## config.mk

```make
export PLATFORM = sky130hd
export DESIGN_NAME = gpio_wb_banked
export DESIGN_NICKNAME = d
export VERILOG_FILES = /design/src/rtl/gpio_wb_banked.sv
export SDC_FILE = /design/constraint.sdc
export NUM_CORES = 2
export LEC_CHECK = 0
export ABC_AREA = 0
export BUFFER_PORTS_ARGS = -buffer_cell sky130_fd_sc_hd__buf_2
export CAP_MARGIN = 20
export CORE_MARGIN = 2
export CORE_UTILIZATION = 56
export DETAILED_ROUTE_END_ITERATION = 6
export PLACE_DENSITY = 0.74
export SLEW_MARGIN = 40
export SYNTH_ARGS = -nofsm -noshare
export SYNTH_HDL_FRONTEND = slang
export SYNTH_SLANG_ARGS = --single-unit
```

## constraint.sdc

```tcl
create_clock -name clk -period 4.15 [get_ports clk]
set_input_delay 0.415 -clock clk [delete_from_list [all_inputs] [get_ports clk]]
set_output_delay 0.415 -clock clk [all_outputs]
set_load 0.01 [all_outputs]
```

## src/rtl/gpio_wb_banked.sv

```systemverilog
// Banked Wishbone B4 pipelined GPIO: NUM_BANKS x BANK_WIDTH pins, 2-flop input sync, level/edge IRQs, W1C status.
// Latency: ack/err 1 cycle after accept, pad->DATA_IN 2 cycles (2+DEBOUNCE_CYCLES with GPIO_DEBOUNCE_EN); stall tied 0.
module gpio_wb_banked #(
    parameter int NUM_BANKS       = 4,
    parameter int BANK_WIDTH      = 32,
    parameter int ADDR_WIDTH      = 8,
    parameter int DEBOUNCE_CYCLES = 16
) (
    input  logic                             clk,
    input  logic                             reset_n,
    input  logic [31:0]                      wb_adr_i,
    input  logic [31:0]                      wb_dat_i,
    output logic [31:0]                      wb_dat_o,
    input  logic                             wb_we_i,
    input  logic [3:0]                       wb_sel_i,
    input  logic                             wb_stb_i,
    input  logic                             wb_cyc_i,
    output logic                             wb_ack_o,
    output logic                             wb_err_o,
    output logic                             wb_stall_o,
    input  logic [NUM_BANKS*BANK_WIDTH-1:0]  gpio_i,
    output logic [NUM_BANKS*BANK_WIDTH-1:0]  gpio_o,
    output logic [NUM_BANKS*BANK_WIDTH-1:0]  gpio_oe,
    output logic                             intr
);

    localparam int NW      = NUM_BANKS * BANK_WIDTH;
    localparam int BANK_AW = ADDR_WIDTH - 5;

    localparam logic [2:0] OFF_DATA_OUT = 3'd0;
    localparam logic [2:0] OFF_DIR      = 3'd1;
    localparam logic [2:0] OFF_DATA_IN  = 3'd2;
    localparam logic [2:0] OFF_IRQ_EN   = 3'd3;
    localparam logic [2:0] OFF_IRQ_TYPE = 3'd4;
    localparam logic [2:0] OFF_IRQ_POL  = 3'd5;
    localparam logic [2:0] OFF_IRQ_STAT = 3'd6;
    localparam logic [2:0] OFF_RSVD     = 3'd7;

    function automatic logic [BANK_WIDTH-1:0] merge(input logic [BANK_WIDTH-1:0] old_v,
                                                    input logic [BANK_WIDTH-1:0] new_v,
                                                    input logic [BANK_WIDTH-1:0] mask);
        return (old_v & ~mask) | (new_v & mask);
    endfunction

    // Request decode
    logic                  acc;
    logic [BANK_AW-1:0]    bank_sel;
    logic [2:0]            offset;
    logic                  bank_oob;
    logic                  is_err;
    logic                  wr_en;
    logic                  rd_en;
    logic [31:0]           wmask32;
    logic [BANK_WIDTH-1:0] wmask;
    logic [BANK_WIDTH-1:0] wdat;
    logic                  unused_bits;

    assign acc      = wb_cyc_i & wb_stb_i;
    assign bank_sel = wb_adr_i[ADDR_WIDTH-1:5];
    assign offset   = wb_adr_i[4:2];
    assign bank_oob = (32'(bank_sel) >= 32'(NUM_BANKS));
    assign is_err   = bank_oob | (offset == OFF_RSVD) | (wb_we_i & (offset == OFF_DATA_IN));
    assign wr_en    = acc & wb_we_i & ~is_err;
    assign rd_en    = acc & ~wb_we_i & ~is_err;
    assign wmask32  = {{8{wb_sel_i[3]}}, {8{wb_sel_i[2]}}, {8{wb_sel_i[1]}}, {8{wb_sel_i[0]}}};
    assign wmask    = wmask32[BANK_WIDTH-1:0];
    assign wdat     = wb_dat_i[BANK_WIDTH-1:0];
    assign unused_bits = ^{wb_adr_i[31:ADDR_WIDTH], wb_adr_i[1:0]};

    // State
    logic [NW-1:0] data_out_q, data_out_d;
    logic [NW-1:0] dir_q,      dir_d;
    logic [NW-1:0] irq_en_q,   irq_en_d;
    logic [NW-1:0] irq_type_q, irq_type_d;
    logic [NW-1:0] irq_pol_q,  irq_pol_d;
    logic [NW-1:0] irq_stat_q, irq_stat_d;
    logic [NW-1:0] sync1_q,    sync1_d;
    logic [NW-1:0] sync2_q,    sync2_d;
    logic [NW-1:0] din_prev_q, din_prev_d;
    logic          ack_q,      ack_d;
    logic          err_q,      err_d;
    logic [31:0]   dat_q,      dat_d;
    logic          intr_q,     intr_d;

    logic [NW-1:0] data_in;
    logic [NW-1:0] w1c;
    logic [NW-1:0] stat_set;
    logic [NW-1:0] rise;
    logic [NW-1:0] fall;
    logic [31:0]   rd_word;

    assign sync1_d    = gpio_i;
    assign sync2_d    = sync1_q;
    assign din_prev_d = data_in;

`ifdef GPIO_DEBOUNCE_EN
    localparam int CW = $clog2(DEBOUNCE_CYCLES + 1);

    logic [NW-1:0] filt_q, filt_d;
    logic [CW-1:0] cnt_q [NW];
    logic [CW-1:0] cnt_d [NW];

    // The counter measures how long sync2 has disagreed with the filtered value.
    always_comb begin
        filt_d = filt_q;
        for (int i = 0; i < NW; i++) begin
            cnt_d[i] = '0;
            if (sync2_q[i] != filt_q[i]) begin
                if (cnt_q[i] == CW'(DEBOUNCE_CYCLES - 1)) begin
                    filt_d[i] = sync2_q[i];
                end else begin
                    cnt_d[i] = cnt_q[i] + CW'(1);
                end
            end
        end
    end

    always_ff @(posedge clk or negedge reset_n) begin
        if (!reset_n) begin
            filt_q <= '0;
            for (int i = 0; i < NW; i++) begin
                cnt_q[i] <= '0;
            end
        end else begin
            filt_q <= filt_d;
            for (int i = 0; i < NW; i++) begin
                cnt_q[i] <= cnt_d[i];
            end
        end
    end

    assign data_in = filt_q;
`else
    assign data_in = sync2_q;
`endif

    assign rise = data_in & ~din_prev_q;
    assign fall = ~data_in & din_prev_q;
    assign stat_set = (irq_type_q & ((irq_pol_q & rise) | (~irq_pol_q & fall)))
                    | (~irq_type_q & ~(data_in ^ irq_pol_q));

    // Register file: read mux and byte-lane writes for the addressed bank
    always_comb begin
        data_out_d = data_out_q;
        dir_d      = dir_q;
        irq_en_d   = irq_en_q;
        irq_type_d = irq_type_q;
        irq_pol_d  = irq_pol_q;
        w1c        = '0;
        rd_word    = '0;
        for (int b = 0; b < NUM_BANKS; b++) begin
            if (bank_sel == BANK_AW'(b)) begin
                case (offset)
                    OFF_DATA_OUT: begin
                        rd_word = 32'(data_out_q[b*BANK_WIDTH +: BANK_WIDTH]);
                        if (wr_en) data_out_d[b*BANK_WIDTH +: BANK_WIDTH] =
                            merge(data_out_q[b*BANK_WIDTH +: BANK_WIDTH], wdat, wmask);
                    end
                    OFF_DIR: begin
                        rd_word = 32'(dir_q[b*BANK_WIDTH +: BANK_WIDTH]);
                        if (wr_en) dir_d[b*BANK_WIDTH +: BANK_WIDTH] =
                            merge(dir_q[b*BANK_WIDTH +: BANK_WIDTH], wdat, wmask);
                    end
                    OFF_DATA_IN: begin
                        rd_word = 32'(data_in[b*BANK_WIDTH +: BANK_WIDTH]);
                    end
                    OFF_IRQ_EN: begin
                        rd_word = 32'(irq_en_q[b*BANK_WIDTH +: BANK_WIDTH]);
                        if (wr_en) irq_en_d[b*BANK_WIDTH +: BANK_WIDTH] =
                            merge(irq_en_q[b*BANK_WIDTH +: BANK_WIDTH], wdat, wmask);
                    end
                    OFF_IRQ_TYPE: begin
                        rd_word = 32'(irq_type_q[b*BANK_WIDTH +: BANK_WIDTH]);
                        if (wr_en) irq_type_d[b*BANK_WIDTH +: BANK_WIDTH] =
                            merge(irq_type_q[b*BANK_WIDTH +: BANK_WIDTH], wdat, wmask);
                    end
                    OFF_IRQ_POL: begin
                        rd_word = 32'(irq_pol_q[b*BANK_WIDTH +: BANK_WIDTH]);
                        if (wr_en) irq_pol_d[b*BANK_WIDTH +: BANK_WIDTH] =
                            merge(irq_pol_q[b*BANK_WIDTH +: BANK_WIDTH], wdat, wmask);
                    end
                    OFF_IRQ_STAT: begin
                        rd_word = 32'(irq_stat_q[b*BANK_WIDTH +: BANK_WIDTH]);
                        if (wr_en) w1c[b*BANK_WIDTH +: BANK_WIDTH] = wdat & wmask;
                    end
                    default: ;
                endcase
            end
        end
        // A set event in the same cycle as a W1C keeps the bit at 1
        irq_stat_d = (irq_stat_q & ~w1c) | stat_set;
    end

    assign ack_d  = acc & ~is_err;
    assign err_d  = acc & is_err;
    assign dat_d  = rd_en ? rd_word : 32'h0;
    assign intr_d = |(irq_stat_q & irq_en_q);

    always_ff @(posedge clk or negedge reset_n) begin
        if (!reset_n) begin
            data_out_q <= '0;
            dir_q      <= '0;
            irq_en_q   <= '0;
            irq_type_q <= '0;
            irq_pol_q  <= '0;
            irq_stat_q <= '0;
            sync1_q    <= '0;
            sync2_q    <= '0;
            din_prev_q <= '0;
            ack_q      <= 1'b0;
            err_q      <= 1'b0;
            dat_q      <= '0;
            intr_q     <= 1'b0;
        end else begin
            data_out_q <= data_out_d;
            dir_q      <= dir_d;
            irq_en_q   <= irq_en_d;
            irq_type_q <= irq_type_d;
            irq_pol_q  <= irq_pol_d;
            irq_stat_q <= irq_stat_d;
            sync1_q    <= sync1_d;
            sync2_q    <= sync2_d;
            din_prev_q <= din_prev_d;
            ack_q      <= ack_d;
            err_q      <= err_d;
            dat_q      <= dat_d;
            intr_q     <= intr_d;
        end
    end

    // Dropping cyc discards a pending termination
    assign wb_ack_o   = ack_q & wb_cyc_i;
    assign wb_err_o   = err_q & wb_cyc_i;
    assign wb_dat_o   = dat_q;
    assign wb_stall_o = 1'b0;
    assign gpio_o     = data_out_q;
    assign gpio_oe    = dir_q;
    assign intr       = intr_q;

endmodule
```

After elaboration in Yosys (flattened, before gate mapping)
Index checks and enable logic that the tools add are counted.
{ "op_classes": {"reduce_logical": 23, "mux": 15, "order_cmp": 1, "bitwise_logic": 74, "n_eq_ne": 10} }
{ "op_table": {"columns": ["operator", "count"], "rows": [
  ["128-bit AND", 8],
  ["32-bit case mux with 7 select lines", 4],
  ["128-bit NOT", 6],
  ["32-bit AND", 21],
  ["32-bit bitwise OR", 20],
  ["128-bit bitwise OR", 3],
  ["32-bit 2-to-1 mux", 11],
  ["128-bit OR reduction", 1],
  ["128-bit XOR", 1],
  ["3-bit AND reduction", 20],
  ["32-bit NOT", 1],
  ["3-bit by 2-bit equality test with 1-bit output (second input constant)", 4],
  ["3-bit equality test (second input constant)", 4],
  ["1-bit AND", 10],
  ["3-bit by 1-bit equality test with 1-bit output (second input constant)", 2],
  ["3-bit zero test", 2],
  ["3-bit >= comparator (second input constant)", 1],
  ["1-bit NOT", 2],
  ["1-bit bitwise OR", 2]
]} }
{ "totals": {"elab_cells": 151, "in_bits": 201, "ff_bits": 1187, "out_inout_bits": 292} }

Depth between registers and ports, before layout
{ "depth": {"ltp_word": 11, "mapped_depth": 10, "mapped_depth_nobuf": 5} }

Least setup slack after synthesis
OpenSTA, ideal clock, no wires.
{ "synth_path": {"kind": "input -> register", "from": "input wb_adr_i[4]", "to": "register with a tool-made name", "arrival_time_ns": 2.025, "cell_stages": 8, "path_buffers": 3, "path_slack_ns": 2.000, "path_cell_list": "buf_2 -> and2_4 -> buf_6 -> o21a_4 -> nor3_4 -> buf_12 -> nand3_4 -> mux2_4"} }
{ "synth_lines": {"columns": ["item", "line_no", "source"], "rows": [
  ["start: declaration", "11", "input logic [31:0] wb_adr_i,"]
]} }

==> qor.log <==
qor: floorplan.initial_core_util 56.3%
qor: cells_and_area.fraction_of_layout_instances_using_a_drive_strength_above_1 37.3%
qor: cells_and_area.ff_latch_area 29700 sq um
qor: drt.drc 0
qor: flow_run.cap_violations 0
qor: drt.totalWireLength 188 mm
qor: sta.report.final.hold_viol_count 0
qor: clocking.cts_buffers 120
qor: synth.netlist_area 52400 sq um
qor: setup_path.start_kind flip-flop
qor: setup_path.worstSetupPathType flip-flop to flip-flop
qor: power.total_leakage_power 29.3 nW
qor: synth.synthesis.nets 4068
qor: floorplan.core-area 93000 sq um
qor: clocking.tritoncts built
qor: global_route.grt_pass1_wl 268 mm
qor: power.ir_drop_worst_vdd 0.000340 V
qor: cells_and_area.nNetsFinal 4692
qor: floorplan.row_count 112
qor: synth.synth_common_cells 1187 x sky130_fd_sc_hd__dfrtp_1, 562 x sky130_fd_sc_hd__mux2_2, 440 x sky130_fd_sc_hd__nand2_1
qor: synth.syn_avg_cell_area 13.5 sq um
qor: setup_path.path_max_fanout 3
qor: power.cell_area_power_density 411 nW/um^2
qor: placement.total_half_perimeter_wirelength_after_legalization_and_detailed_placement 127 mm
qor: synth.most_common_cell_in_the_synthesized_netlist sky130_fd_sc_hd__dfrtp_1
qor: synth.synth-seq-area-share 56.7%
qor: synth.synth.top_cells.by_area sky130_fd_sc_hd__dfrtp_1 57%, sky130_fd_sc_hd__mux2_2 12%, sky130_fd_sc_hd__mux2_4 4.6%
qor: setup_path.crit_path_end_kind flip-flop
qor: synth.synth_top_family_by_area multiplexers
qor: global_route.grt_util_all_layers 39.1%
qor: synth.ys_ff_latch 1187
qor: sta.slew_headroom 36.8%
qor: setup_path.arrival 3.14 ns
qor: outcome.run_status complete, no violations
qor: sta.tns 0 ns
qor: sta.clock-skew-final 0.0241 ns
qor: synth.syn_inst 3867
qor: global_route.grt_residual_overflow 0
qor: synth.yosys_warnings 0
qor: cells_and_area.multi_input_gate_area 21500 sq um
qor: drt.vias_per_cell 6.67
qor: clocking.worst_skew_pair.late_latency 0.75 ns
qor: cells_and_area.areaGrowthSynthToFinish 18.3%
qor: sta.max_freq 375 MHz
qor: sta.worst_slew_pin_slew 0.947 ns
qor: placement.finalWeightedCongestion 0.970
qor: synth.synthXorXnorAreaFrac 0.0335%
qor: floorplan.boundaryPins 493
qor: cells_and_area.finalNonFillerCells 5855
qor: synth.synth_mux_area_share 20.6%
qor: clocking.cts.clk_slew.worst_paths 0.06 ns
qor: global_route.initial_antenna_violation_count 16
qor: drt.detail_route.wl_per_cell 32.1 um
qor: sta.grt_setup_unrepaired no
qor: synth.synth_compound_area_share 9.27%
qor: floorplan.die_area 96000 sq um
qor: setup_path.required 4.62 ns
qor: clocking.ctsHtreeMaxLevel 3
qor: clocking.post_cts.resized_instances 0
qor: drt.vias 39100
qor: min_path.timing.hold.worst.class input port to flip-flop
qor: sta.period_minus_slack 2.67 ns
qor: floorplan.chipHeight 310 um
qor: drt.drt_pass1_iterations 6
qor: synth.synth-main-ff-cell sky130_fd_sc_hd__dfrtp_1
qor: clocking.clkSinkCount 1187
qor: synth.yosys.area.top_type_share 56.7%
qor: global_route.number_of_global_route_vias_before_repair 38400
qor: global_route.grt_start_max_net_pins 95
qor: synth.share_of_synthesized_cell_area_in_full_adder_half_adder_and_majority_cells 0%
qor: floorplan.die_w 310 um
qor: drt.antenna_violating_nets_post_route 0
qor: sta.report.final.setup_viol 0
qor: clocking.ctsRootBufferMaster sky130_fd_sc_hd__clkbuf_16
qor: cells_and_area.nFillCells 6705
qor: sta.final_max_slew_viol_count 0
qor: drt.drt-initial-drc-count 5105
qor: synth.synth_area_leader_cell sky130_fd_sc_hd__dfrtp_1
qor: synth.synth_cell_types 81
qor: synth.asyncSetResetFlopFracSynth 100%
qor: synth.synth_edf_count 0
qor: placement.io_port_bufs 465
qor: clocking.clockBufferDepth 3
qor: synth.synth-simple-area-share 10.9%
qor: sta.final_min_period_over_clock_period 64.3%
qor: placement.dp.cells 5494
[kinds of logic (layout without fill, tap and decap cells)]
| family | count (synthesis) | after routing |
|---|---|---|
| buf+inv | 234 | 960 |
| simple gates | 956 | 956 |
| other cells | 1 | 9 |
| xor+xnor | 2 | 2 |
| flops | 1187 | 1187 |
| compound gates | 628 | 628 |
| mux | 859 | 859 |
[final cells by class]
class | instances | area share [%]
sequential | 1187 | 47.9
inverter | 8 | 0.0505
clock buffer | 160 | 5.58
clock inverter | 64 | 1.30
tap | 1254 | 2.53
timing repair buffer | 728 | 7.93
antenna | 8 | 0.0323
multi-input combinational | 2446 | 34.6
[path summary, 6_finish.rpt]
path	from	endpoint	slack (ns)	depth (start not counted)
max reg2reg	flip-flop	intr	1.48	5
min	wb_stb_i	err_q	0.06	3
min reg2reg	sync1_q[2]	data_in[2]	0.33	0
max	flip-flop	intr	1.48	5
max in group asynchronous	reset_n	async pin	2.59	4
min in group asynchronous	reset_n	sync1_q[123]	0.27	2
[power breakdown]
group          internal [mW]  total, mW  switching, mW
clock network           6.89       11.6           4.75
logic                  0.587       1.71           1.12
registers               11.9       12.1          0.266
[worst max-delay path: stages (launching register included)]
cell                       delay, ns
sky130_fd_sc_hd__dfrtp_1        0.47
sky130_fd_sc_hd__a22o_1         0.39
sky130_fd_sc_hd__a221oi_1       0.63
sky130_fd_sc_hd__nand4_1        0.17
sky130_fd_sc_hd__nor4_1         0.37
sky130_fd_sc_hd__nand3_1        0.38
[cell usage in the layout, fill, tap and decap left out, types with 77 or more instances in the layout]
cell type / Yosys / final
sky130_fd_sc_hd__mux2_4: 160 / 160
sky130_fd_sc_hd__buf_4: 35 / 114
sky130_fd_sc_hd__nand2_1: 440 / 440
sky130_fd_sc_hd__mux2i_1: 77 / 77
sky130_fd_sc_hd__nor2b_1: 133 / 127
sky130_fd_sc_hd__mux2_2: 562 / 562
sky130_fd_sc_hd__nand3_1: 136 / 136
sky130_fd_sc_hd__dlygate4sd3_1: 0 / 129
sky130_fd_sc_hd__clkbuf_16: 0 / 123
sky130_fd_sc_hd__o311ai_0: 88 / 88
sky130_fd_sc_hd__buf_2: 65 / 462
sky130_fd_sc_hd__a22oi_1: 103 / 103
sky130_fd_sc_hd__dfrtp_1: 1187 / 1187
sky130_fd_sc_hd__a221oi_1: 82 / 82
[metrics by stage]
step           util (%)  hold slack (ns)  setup slack, ns  area, sq um  power, mW
3_3_place_gp       60.5            0.333             1.03        56300       13.8
2_1_floorplan         -            0.119             2.00        52400       13.0
6_report           66.6           0.0640             1.48        62000       25.5
3_5_place_dp       60.6            0.335            0.979        56400       13.9
4_1_cts            66.6           0.0223             1.73        61900       25.4
5_1_grt            66.6           0.0435             1.56        61900       26.1
[metal layers]
layer  global-route usage, %  part of all wire [%]  vias to the layer above
met5                   0.101                 0.056                        -
met4                    25.7                   8.1                       16
met3                    13.9                    12                      780
met2                    57.0                    44                     2635
met1                    49.5                    36                    19900
li1                        -                     -                    15700
[timing repair]
action | 4_1_cts | 5_1_grt
setup endpoints to repair | 0 | 0
hold endpoints to repair | 190 | 0
buffers inserted | 0 | 0
hold buffers | 129 | 0
Power figures use the tool's default switching activity.
